File: config.mk
export PLATFORM = sky130hd
export DESIGN_NAME = uart_cmd_ctrl
export DESIGN_NICKNAME = d
export VERILOG_FILES = /design/src/rtl/uart_cmd_ctrl_pkg.sv /design/src/rtl/uart_byte_strobe.sv /design/src/rtl/uart_cmd_ctrl.sv
export SDC_FILE = /design/constraint.sdc
export NUM_CORES = 1
export LEC_CHECK = 0
export CAP_MARGIN = 20
export CORE_ASPECT_RATIO = 1.5
export CORE_MARGIN = 4
export CORE_UTILIZATION = 60
export DETAILED_ROUTE_END_ITERATION = 6
export PLACE_DENSITY = 0.85
export RECOVER_POWER = 100
export SYNTH_ARGS = -nofsm -noshare
export SYNTH_HDL_FRONTEND = slang
export SYNTH_SLANG_ARGS = --single-unit
File: constraint.sdc
create_clock -name clk -period 6.86 [get_ports clk]
set_input_delay 1.029 -clock clk [delete_from_list [all_inputs] [get_ports clk]]
set_output_delay 1.029 -clock clk [all_outputs]
set_load 0.01 [all_outputs]
File: src/rtl/uart_cmd_ctrl_pkg.sv
// Shared constants and header decode for the UART command sequencer.
package uart_cmd_ctrl_pkg;

  // Header opcodes
  localparam logic [1:0] OP_NOP   = 2'b00;
  localparam logic [1:0] OP_WRITE = 2'b01;
  localparam logic [1:0] OP_READ  = 2'b10;
  localparam logic [1:0] OP_RST   = 2'b11;

  // Header field positions
  localparam int unsigned OP_MSB   = 7;
  localparam int unsigned OP_LSB   = 6;
  localparam int unsigned ADDR_MSB = 5;
  localparam int unsigned ADDR_LSB = 0;

  // Sequencer states
  localparam logic [0:0] ST_IDLE    = 1'b0;
  localparam logic [0:0] ST_PAYLOAD = 1'b1;

  typedef struct packed {
    logic [1:0] op;
    logic [5:0] addr;
  } hdr_t;

  function automatic hdr_t decode_hdr(input logic [7:0] b);
    hdr_t h;
    h.op   = b[OP_MSB:OP_LSB];
    h.addr = b[ADDR_MSB:ADDR_LSB];
    return h;
  endfunction

endpackage

File: src/rtl/uart_byte_strobe.sv
// Turns the receiver's level done flag into a one-cycle byte strobe and
// captures the received byte.
module uart_byte_strobe (
  input  logic       clk,
  input  logic       rst,
  input  logic [7:0] rx_data,
  input  logic       rx_done,
  output logic       byte_stb,
  output logic [7:0] byte_data
);

  logic       rx_done_q;
  logic [7:0] data_q;

  // Rising edge of rx_done; the delayed copy resets high so a receiver that
  // comes out of reset with rx_done already high does not fire a strobe.
  assign byte_stb  = rx_done & ~rx_done_q;
  assign byte_data = byte_stb ? rx_data : data_q;

  // Edge-detect history and byte capture
  always_ff @(posedge clk or posedge rst) begin
    if (rst) begin
      rx_done_q <= 1'b1;
      data_q    <= '0;
    end else begin
      rx_done_q <= rx_done;
      if (byte_stb) data_q <= rx_data;
    end
  end

endmodule

File: src/rtl/uart_cmd_ctrl.sv
// Command sequencer: frames UART bytes into register write/read/reset
// commands with an inter-byte timeout and a saturating error counter.
module uart_cmd_ctrl
  import uart_cmd_ctrl_pkg::*;
#(
  parameter int unsigned DATA_BYTES = 4,
  parameter int unsigned TIMEOUT    = 65535,
  parameter int unsigned TO_WIDTH   = 16
) (
  input  logic                    clk,
  input  logic                    rst,
  input  logic [7:0]              rx_data,
  input  logic                    rx_done,
  output logic [5:0]              cfg_addr,
  output logic [8*DATA_BYTES-1:0] cfg_data,
  output logic                    cfg_we,
  output logic                    rd_req,
  output logic                    soft_rst,
  output logic                    frame_err,
  output logic [7:0]              err_count,
  output logic                    busy
);

  localparam int unsigned DW   = 8 * DATA_BYTES;
  localparam int unsigned IdxW = (DATA_BYTES > 1) ? $clog2(DATA_BYTES) : 1;
  localparam logic [IdxW-1:0]     LastIdx = IdxW'(DATA_BYTES - 1);
  localparam logic [TO_WIDTH-1:0] ToMax   = TO_WIDTH'(TIMEOUT);

  logic            byte_stb;
  logic [7:0]      byte_data;
  hdr_t            hdr;

  logic [0:0]          state_q, state_d;
  logic [IdxW-1:0]     idx_q, idx_d;
  logic [TO_WIDTH-1:0] to_cnt_q, to_cnt_d;
  logic [DW-1:0]       shadow_q, shadow_d;
  logic [5:0]          wr_addr_q, wr_addr_d;
  logic [5:0]          cfg_addr_q, cfg_addr_d;
  logic [DW-1:0]       cfg_data_q, cfg_data_d;
  logic                cfg_we_q, cfg_we_d;
  logic                rd_req_q, rd_req_d;
  logic                soft_rst_q, soft_rst_d;
  logic                frame_err_q, frame_err_d;
  logic [7:0]          err_count_q, err_count_d;

  uart_byte_strobe u_byte_strobe (
    .clk       (clk),
    .rst       (rst),
    .rx_data   (rx_data),
    .rx_done   (rx_done),
    .byte_stb  (byte_stb),
    .byte_data (byte_data)
  );

  assign hdr = decode_hdr(byte_data);

  // Header decode, payload assembly and timeout; strobes default low so
  // each one lasts exactly one cycle and at most one fires per cycle.
  always_comb begin
    state_d     = state_q;
    idx_d       = idx_q;
    to_cnt_d    = to_cnt_q;
    shadow_d    = shadow_q;
    wr_addr_d   = wr_addr_q;
    cfg_addr_d  = cfg_addr_q;
    cfg_data_d  = cfg_data_q;
    cfg_we_d    = 1'b0;
    rd_req_d    = 1'b0;
    soft_rst_d  = 1'b0;
    frame_err_d = 1'b0;
    err_count_d = err_count_q;

    case (state_q)
      ST_PAYLOAD: begin
        if (byte_stb) begin
          // A byte on the expiry cycle still counts: the strobe is checked first.
          shadow_d[8*idx_q +: 8] = byte_data;
          to_cnt_d = '0;
          if (idx_q == LastIdx) begin
            cfg_data_d = shadow_d;
            cfg_addr_d = wr_addr_q;
            cfg_we_d   = 1'b1;
            idx_d      = '0;
            state_d    = ST_IDLE;
          end else begin
            idx_d = idx_q + IdxW'(1);
          end
        end else if (to_cnt_q == ToMax) begin
          frame_err_d = 1'b1;
          if (err_count_q != 8'hFF) err_count_d = err_count_q + 8'd1;
          shadow_d = '0;
          idx_d    = '0;
          to_cnt_d = '0;
          state_d  = ST_IDLE;
        end else begin
          to_cnt_d = to_cnt_q + TO_WIDTH'(1);
        end
      end
      default: begin
        to_cnt_d = '0;
        if (byte_stb) begin
          case (hdr.op)
            OP_WRITE: begin
              wr_addr_d = hdr.addr;
              shadow_d  = '0;
              idx_d     = '0;
              state_d   = ST_PAYLOAD;
            end
            OP_READ: begin
              cfg_addr_d = hdr.addr;
              rd_req_d   = 1'b1;
            end
            OP_RST:  soft_rst_d = 1'b1;
            default: ;
          endcase
        end
      end
    endcase
  end

  // State and registered outputs
  always_ff @(posedge clk or posedge rst) begin
    if (rst) begin
      state_q     <= ST_IDLE;
      idx_q       <= '0;
      to_cnt_q    <= '0;
      shadow_q    <= '0;
      wr_addr_q   <= '0;
      cfg_addr_q  <= '0;
      cfg_data_q  <= '0;
      cfg_we_q    <= 1'b0;
      rd_req_q    <= 1'b0;
      soft_rst_q  <= 1'b0;
      frame_err_q <= 1'b0;
      err_count_q <= '0;
    end else begin
      state_q     <= state_d;
      idx_q       <= idx_d;
      to_cnt_q    <= to_cnt_d;
      shadow_q    <= shadow_d;
      wr_addr_q   <= wr_addr_d;
      cfg_addr_q  <= cfg_addr_d;
      cfg_data_q  <= cfg_data_d;
      cfg_we_q    <= cfg_we_d;
      rd_req_q    <= rd_req_d;
      soft_rst_q  <= soft_rst_d;
      frame_err_q <= frame_err_d;
      err_count_q <= err_count_d;
    end
  end

  assign cfg_addr  = cfg_addr_q;
  assign cfg_data  = cfg_data_q;
  assign cfg_we    = cfg_we_q;
  assign rd_req    = rd_req_q;
  assign soft_rst  = soft_rst_q;
  assign frame_err = frame_err_q;
  assign err_count = err_count_q;
  assign busy      = (state_q == ST_PAYLOAD);

endmodule

==> results.json, run 1 <==
{
  "dr.pass1.iters": 5,
  "ctsResizeCount": 0,
  "synth.most_common_cell": "dfrtp_1",
  "drt_wl_total_mm": 12.4,
  "status": "finished with violations",
  "synth_top_area_cell": "dfrtp_1",
  "clockBufferDepth": 2,
  "dieWidth_um": 83.4,
  "coreArea_mm2": 0.00836,
  "holdPathEnd": "cfg_data[15]$_DFFE_PP0P_",
  "r2r_end": "cfg_data[25]$_DFFE_PP0P_",
  "fp-row-count": 41,
  "cts_hold_buf": 0,
  "worst_pin_slew_ps": 1820,
  "layout.nets": 558,
  "startpoint_type": "primary input",
  "crit_slowest_cell": "clkbuf_2",
  "ys.flop_type": "dfrtp_1",
  "grt_antenna_before_repair": 0,
  "crit_start": "rst",
  "fin_tns_setup_ps": 0,
  "fillers": 527,
  "postCtsSetupBuffers": 0,
  "grt_pass1_wl_mm": 20.8,
  "design.portCount": 62,
  "rr_worst_depth": 6,
  "syn-num-nets": 499,
  "clock_skew_ps": 6.97,
  "area_growth_pct": 23.4,
  "synth_area_per_cell_um2": 10.7,
  "rsz0062_at_grt": "no",
  "antenna_left": 0,
  "cts.sinks": 116,
  "ys_warn_count": 0,
  "path_max_fanout": 74,
  "multi_input_area_mm2": 0.00201,
  "drtIter0Drc": 505,
  "overflow": 0,
  "synthTopCellsByCount": "115 x dfrtp_1, 45 x nand2_1, 39 x a21oi_1",
  "powerDensity_mw_per_mm2": 317,
  "synth_edf_count": 0,
  "hold_path.startpoint": "cfg_data[15]$_DFFE_PP0P_",
  "num_antenna_cells": 0,
  "max_freq_mhz": 252,
  "setup_viol": 0,
  "ys_seq_elements": 116,
  "period_minus_slack_ps": 3970,
  "start_util_pct": 61.2,
  "synthTopCellsByArea": "dfrtp_1 56%, nor2b_1 4.2%, o2bb2ai_1 4.1%",
  "cts_buffers": 17,
  "die-area_mm2": 0.0101,
  "syn_area_mm2": 0.00511,
  "portBuffers": 61,
  "peakVddDrop_mv": 0.240,
  "drc": 0,
  "register_area_mm2": 0.00290,
  "grt_use_total_pct": 26.6,
  "hold_violations": 0,
  "cp.required_ps": 7040,
  "h-tree-depth": 4,
  "drv_cap": 2,
  "cts_root_buf": "clkbuf_16",
  "async_reset_ff_share_pct": 100,
  "place_congestion": 0.897,
  "hp-class": "reg2reg",
  "violations": "capacitance limit, slew limit",
  "holdWs_ps": 471,
  "cp_cell_sequence": "dlygate4sd3_1 -> clkinvlp_2 -> clkbuf_2",
  "synthCells": 480,
  "clk_latency_ps": 420,
  "wl_per_cell_um": 18.8,
  "grt_max_degree": 75,
  "drive_above_1_share_pct": 7.62,
  "hpwl_mm": 8.29,
  "finalMaxSlewViolations": 119,
  "leakagePower_uw": 0.00292,
  "synth_top_area_share_pct": 56.3,
  "arrival_ps": 4150,
  "cts_tree": "built",
  "path_class": "in2async",
  "slew_headroom_pct": -21.9,
  "rrSetupSlack_ps": 4020,
  "synth_cell_types": 40,
  "grt_pass1_vias": 4081,
  "die_h_um": 121,
  "vias": 3999,
  "slowest_delay_ps": 1470,
  "hold_depth": 2,
  "period_share_pct": 57.9,
  "worstReg2RegStart": "u_byte_strobe.rx_done_q$_DFF_PP1_",
  "crit_path_end_kind": "asynchronous set/reset pin",
  "cts.clk_slew.worst_paths_ps": 50,
  "via_per_inst": 6.08,
  "seq_area_frac_synth_pct": 56.8
}
worst max-delay path, delay by kind of cell:
kind	cells	cell delay (ps)
buffers and inverters	3	3060
final cells by class:
class / count / share of cell area, %
well taps: 107 / 2.12
clock inverters: 3 / 0.278
repair buffers: 66 / 10.4
inverters: 16 / 0.971
flip-flops and latches: 116 / 46.0
multi-input cells: 322 / 31.9
clock buffers: 28 / 8.34
stage by stage:
stage | total power [uW] | setup WS, ps | instances | area, um^2 | util (%)
floorplan | 1050 | 2760 | 480 | 5110 | -
global route | 2080 | 2220 | 658 | 6310 | 75.5
detailed placement | 1210 | 3440 | 625 | 5790 | 69.3
CTS | 2020 | 3820 | 656 | 6340 | 75.8
global placement | 1200 | 3490 | 625 | 5790 | 69.3
finish | 2000 | 2890 | 658 | 6310 | 75.5
sequential cells by signal (all words and copies together), names as in the netlist, 2 cells and up:
register	cells
err_count	8
u_byte_strobe.data_q	8
to_cnt_q	16
idx_q	2
cfg_data	32
wr_addr_q	6
shadow_q	32
cfg_addr	6
layout by cell type, fill, tap and decap left out, drive strengths merged, types with 12 or more instances in the layout:
| master | n |
|---|---|
| a21oi | 39 |
| clkbuf | 30 |
| dfrtp | 115 |
| dlygate4sd3 | 53 |
| inv | 15 |
| nand2 | 45 |
| nand3 | 12 |
| nor2 | 32 |
| nor2b | 34 |
| o21ai | 38 |
| o2bb2ai | 24 |
| xnor2 | 14 |
power by group:
part	switching, uW	internal, uW
Combinational	226	144
Sequential	64.4	762
Clock	287	515
Total	578	1420
logic make-up (layout without fill, tap and decap cells):
logic type | count (synthesis) | count (layout) | synth area share, %
simple gates | 162 | 162 | 17.2
fa+ha+maj | 8 | 8 | 1.96
buf+inv | 42 | 113 | 3.18
compound gates | 115 | 115 | 13.9
xor+xnor | 20 | 20 | 3.42
flops | 116 | 116 | 56.8
mux | 17 | 17 | 3.62
metal layers:
layer	GRT usage [%]	share of wire [%]	wire [um]	up-vias
met4	13.5	3.6	449	0
met3	7.34	5.4	669	41
met5	0	0	0	-
li1	-	-	-	1798
met2	45.5	53	6570	154
met1	30.5	38	4670	2006
worst max-delay path by stage:
stage / to / slack (ps)
5_1_grt: cfg_addr[2]$_DFFE_PP0P_ / 2220
2_1_floorplan: busy$_DFF_PP0_ / 2760
3_5_place_dp: cfg_data[0]$_DFFE_PP0P_ / 3440
6_report: shadow_q[25]$_DFFE_PP0P_ / 2890
4_1_cts: cfg_data[12]$_DFFE_PP0P_ / 3820
3_3_place_gp: cfg_data[21]$_DFFE_PP0P_ / 3490
No activity file was read; power rests on OpenSTA's default activity.
==> inputs of run 2 (changes only) <==
--- a/config.mk
+++ b/config.mk
@@ -8,9 +8,9 @@
 export CAP_MARGIN = 20
 export CORE_ASPECT_RATIO = 1.5
 export CORE_MARGIN = 4
-export CORE_UTILIZATION = 60
+export CORE_UTILIZATION = 55
 export DETAILED_ROUTE_END_ITERATION = 6
-export PLACE_DENSITY = 0.85
+export PLACE_DENSITY = 0.79
 export RECOVER_POWER = 100
 export SYNTH_ARGS = -nofsm -noshare
 export SYNTH_HDL_FRONTEND = slang
==> constraint.sdc (replaced) <==
create_clock -name clk -period 4.05 [get_ports clk]
set_input_delay 0.6075 -clock clk [delete_from_list [all_inputs] [get_ports clk]]
set_output_delay 0.6075 -clock clk [all_outputs]
set_load 0.01 [all_outputs]
==> results.json, run 2 (same netlist as run 1, synthesis figures left out) <==
{
  "status": "completed",
  "drv_cap": 0,
  "hold_depth": 2,
  "slowest_delay_ps": 780,
  "antenna_left": 0,
  "fp-row-count": 42,
  "peakVddDrop_mv": 0.464,
  "cp.required_ps": 4290,
  "cts_tree": "built",
  "wl_per_cell_um": 19.5,
  "via_per_inst": 5.94,
  "vias": 3929,
  "grt_max_degree": 74,
  "powerDensity_mw_per_mm2": 564,
  "period_minus_slack_ps": 3200,
  "dieWidth_um": 86.7,
  "pwr-share-comb_pct": 17.7,
  "postCtsSetupBuffers": 0,
  "crit_start": "rx_done",
  "period_share_pct": 79.1,
  "coreArea_mm2": 0.00893,
  "grt_pass1_vias": 4081,
  "rr_worst_depth": 4,
  "place_congestion": 0.873,
  "start_util_pct": 57.3,
  "placed_cells": 630,
  "drt_wl_total_mm": 12.9,
  "crit_slowest_cell": "clkbuf_1",
  "layout.nets": 558,
  "crit_path_end_kind": "flop",
  "instances_no_fill": 661,
  "cts_buffers": 17,
  "rrSetupSlack_ps": 1210,
  "drive_above_1_share_pct": 8.35,
  "design.portCount": 62,
  "grt_pass1_wl_mm": 20.9,
  "rsz0062_at_grt": "no",
  "h-tree-depth": 4,
  "die-area_mm2": 0.0109,
  "num_antenna_cells": 0,
  "worst_pin_slew_ps": 1070,
  "startpoint_type": "primary input",
  "holdPathEnd": "cfg_data[5]$_DFFE_PP0P_",
  "power.switching_uw": 1000,
  "switching_share_pct": 27.7,
  "clk_latency_ps": 410,
  "r2r_end": "shadow_q[2]$_DFFE_PP0P_",
  "power_uw": 3610,
  "cp_cell_sequence": "dlygate4sd3_1 -> nor2b_1 -> clkbuf_1 -> mux2i_1 -> inv_1 -> a21oi_1 -> o21ai_0",
  "clock_skew_ps": 7.53,
  "seq_power_share_pct": 38.8,
  "area_growth_pct": 25.2,
  "hpwl_mm": 8.52,
  "cts_root_buf": "clkbuf_16",
  "grt_use_total_pct": 25.0,
  "drtIter0Drc": 351,
  "clockBufferDepth": 2,
  "hp-class": "reg2reg",
  "worstReg2RegStart": "busy$_DFF_PP0_",
  "finalMaxSlewViolations": 0,
  "final_cell_mix": "115 x dfrtp_1, 53 x dlygate4sd3_1, 45 x nand2_1",
  "hold_path.startpoint": "cfg_data[5]$_DFFE_PP0P_",
  "max_freq_mhz": 312,
  "clkPwrFrac_pct": 43.5,
  "fin_tns_setup_ps": 0,
  "overflow": 0,
  "cts.sinks": 116,
  "path_max_fanout": 16,
  "ctsResizeCount": 0,
  "leakagePower_uw": 0.00296,
  "setup_viol": 0,
  "grt_antenna_before_repair": 0,
  "portBuffers": 61,
  "hold_violations": 0,
  "cts_hold_buf": 0,
  "final_common_cell": "dfrtp_1",
  "internal-power_uw": 2610,
  "die_h_um": 126,
  "fin_util_pct": 71.7,
  "holdWs_ps": 474,
  "dr.pass1.iters": 5,
  "path_class": "in2reg",
  "arrival_ps": 3440,
  "cts.clk_slew.worst_paths_ps": 50,
  "drc": 0,
  "slew_headroom_pct": 28.9
}
-- run 2: how the worst max path moves through the flow --
stage,end,slack [ps],cells past startpoint
6_report,cfg_data[13]$_DFFE_PP0P_,850,7
5_1_grt,cfg_data[24]$_DFFE_PP0P_,780,7
4_1_cts,shadow_q[2]$_DFFE_PP0P_,1360,6
3_5_place_dp,cfg_data[29]$_DFFE_PP0P_,1160,7
3_3_place_gp,cfg_data[29]$_DFFE_PP0P_,1190,7
2_1_floorplan,busy$_DFF_PP0_,370,1
-- run 2: power groups by stage --
stage | Combinational [uW] | Clock (uW) | Sequential, uW
3_5_place_dp | 652 | 0 | 1420
3_3_place_gp | 634 | 0 | 1420
6_report | 639 | 1570 | 1400
4_1_cts | 663 | 1590 | 1400
5_1_grt | 700 | 1640 | 1420
2_1_floorplan | 388 | 0 | 1390
-- run 2: metal layers --
layer | routed length, um | track usage, % | vias up
met5 | 0 | 0 | -
met4 | 600 | 13.6 | 0
met3 | 742 | 6.73 | 49
met2 | 6690 | 41.4 | 154
met1 | 4880 | 29.1 | 1928
li1 | - | - | 1798
-- run 2: through the flow --
stage,worst slack (ps),cell area (um^2)
2_1_floorplan,372,5110
3_3_place_gp,1190,5830
3_5_place_dp,1160,5830
4_1_cts,1360,6460
5_1_grt,782,6400
6_report,846,6400
-- run 2: cell type report --
type,instances,area [um^2]
fill,654,2530
timing repair buffer,66,654
clock inverter,9,151
tap,110,138
inverter,16,62.6
clock buffer,22,474
multi-input combinational,322,2020
sequential,116,2900
-- run 2: worst max-delay path, delay by kind of cell --
family | cells | cell delay, ps
compound gates | 2 | 330
buf+inv | 3 | 1680
mux | 1 | 670
simple gates | 1 | 150
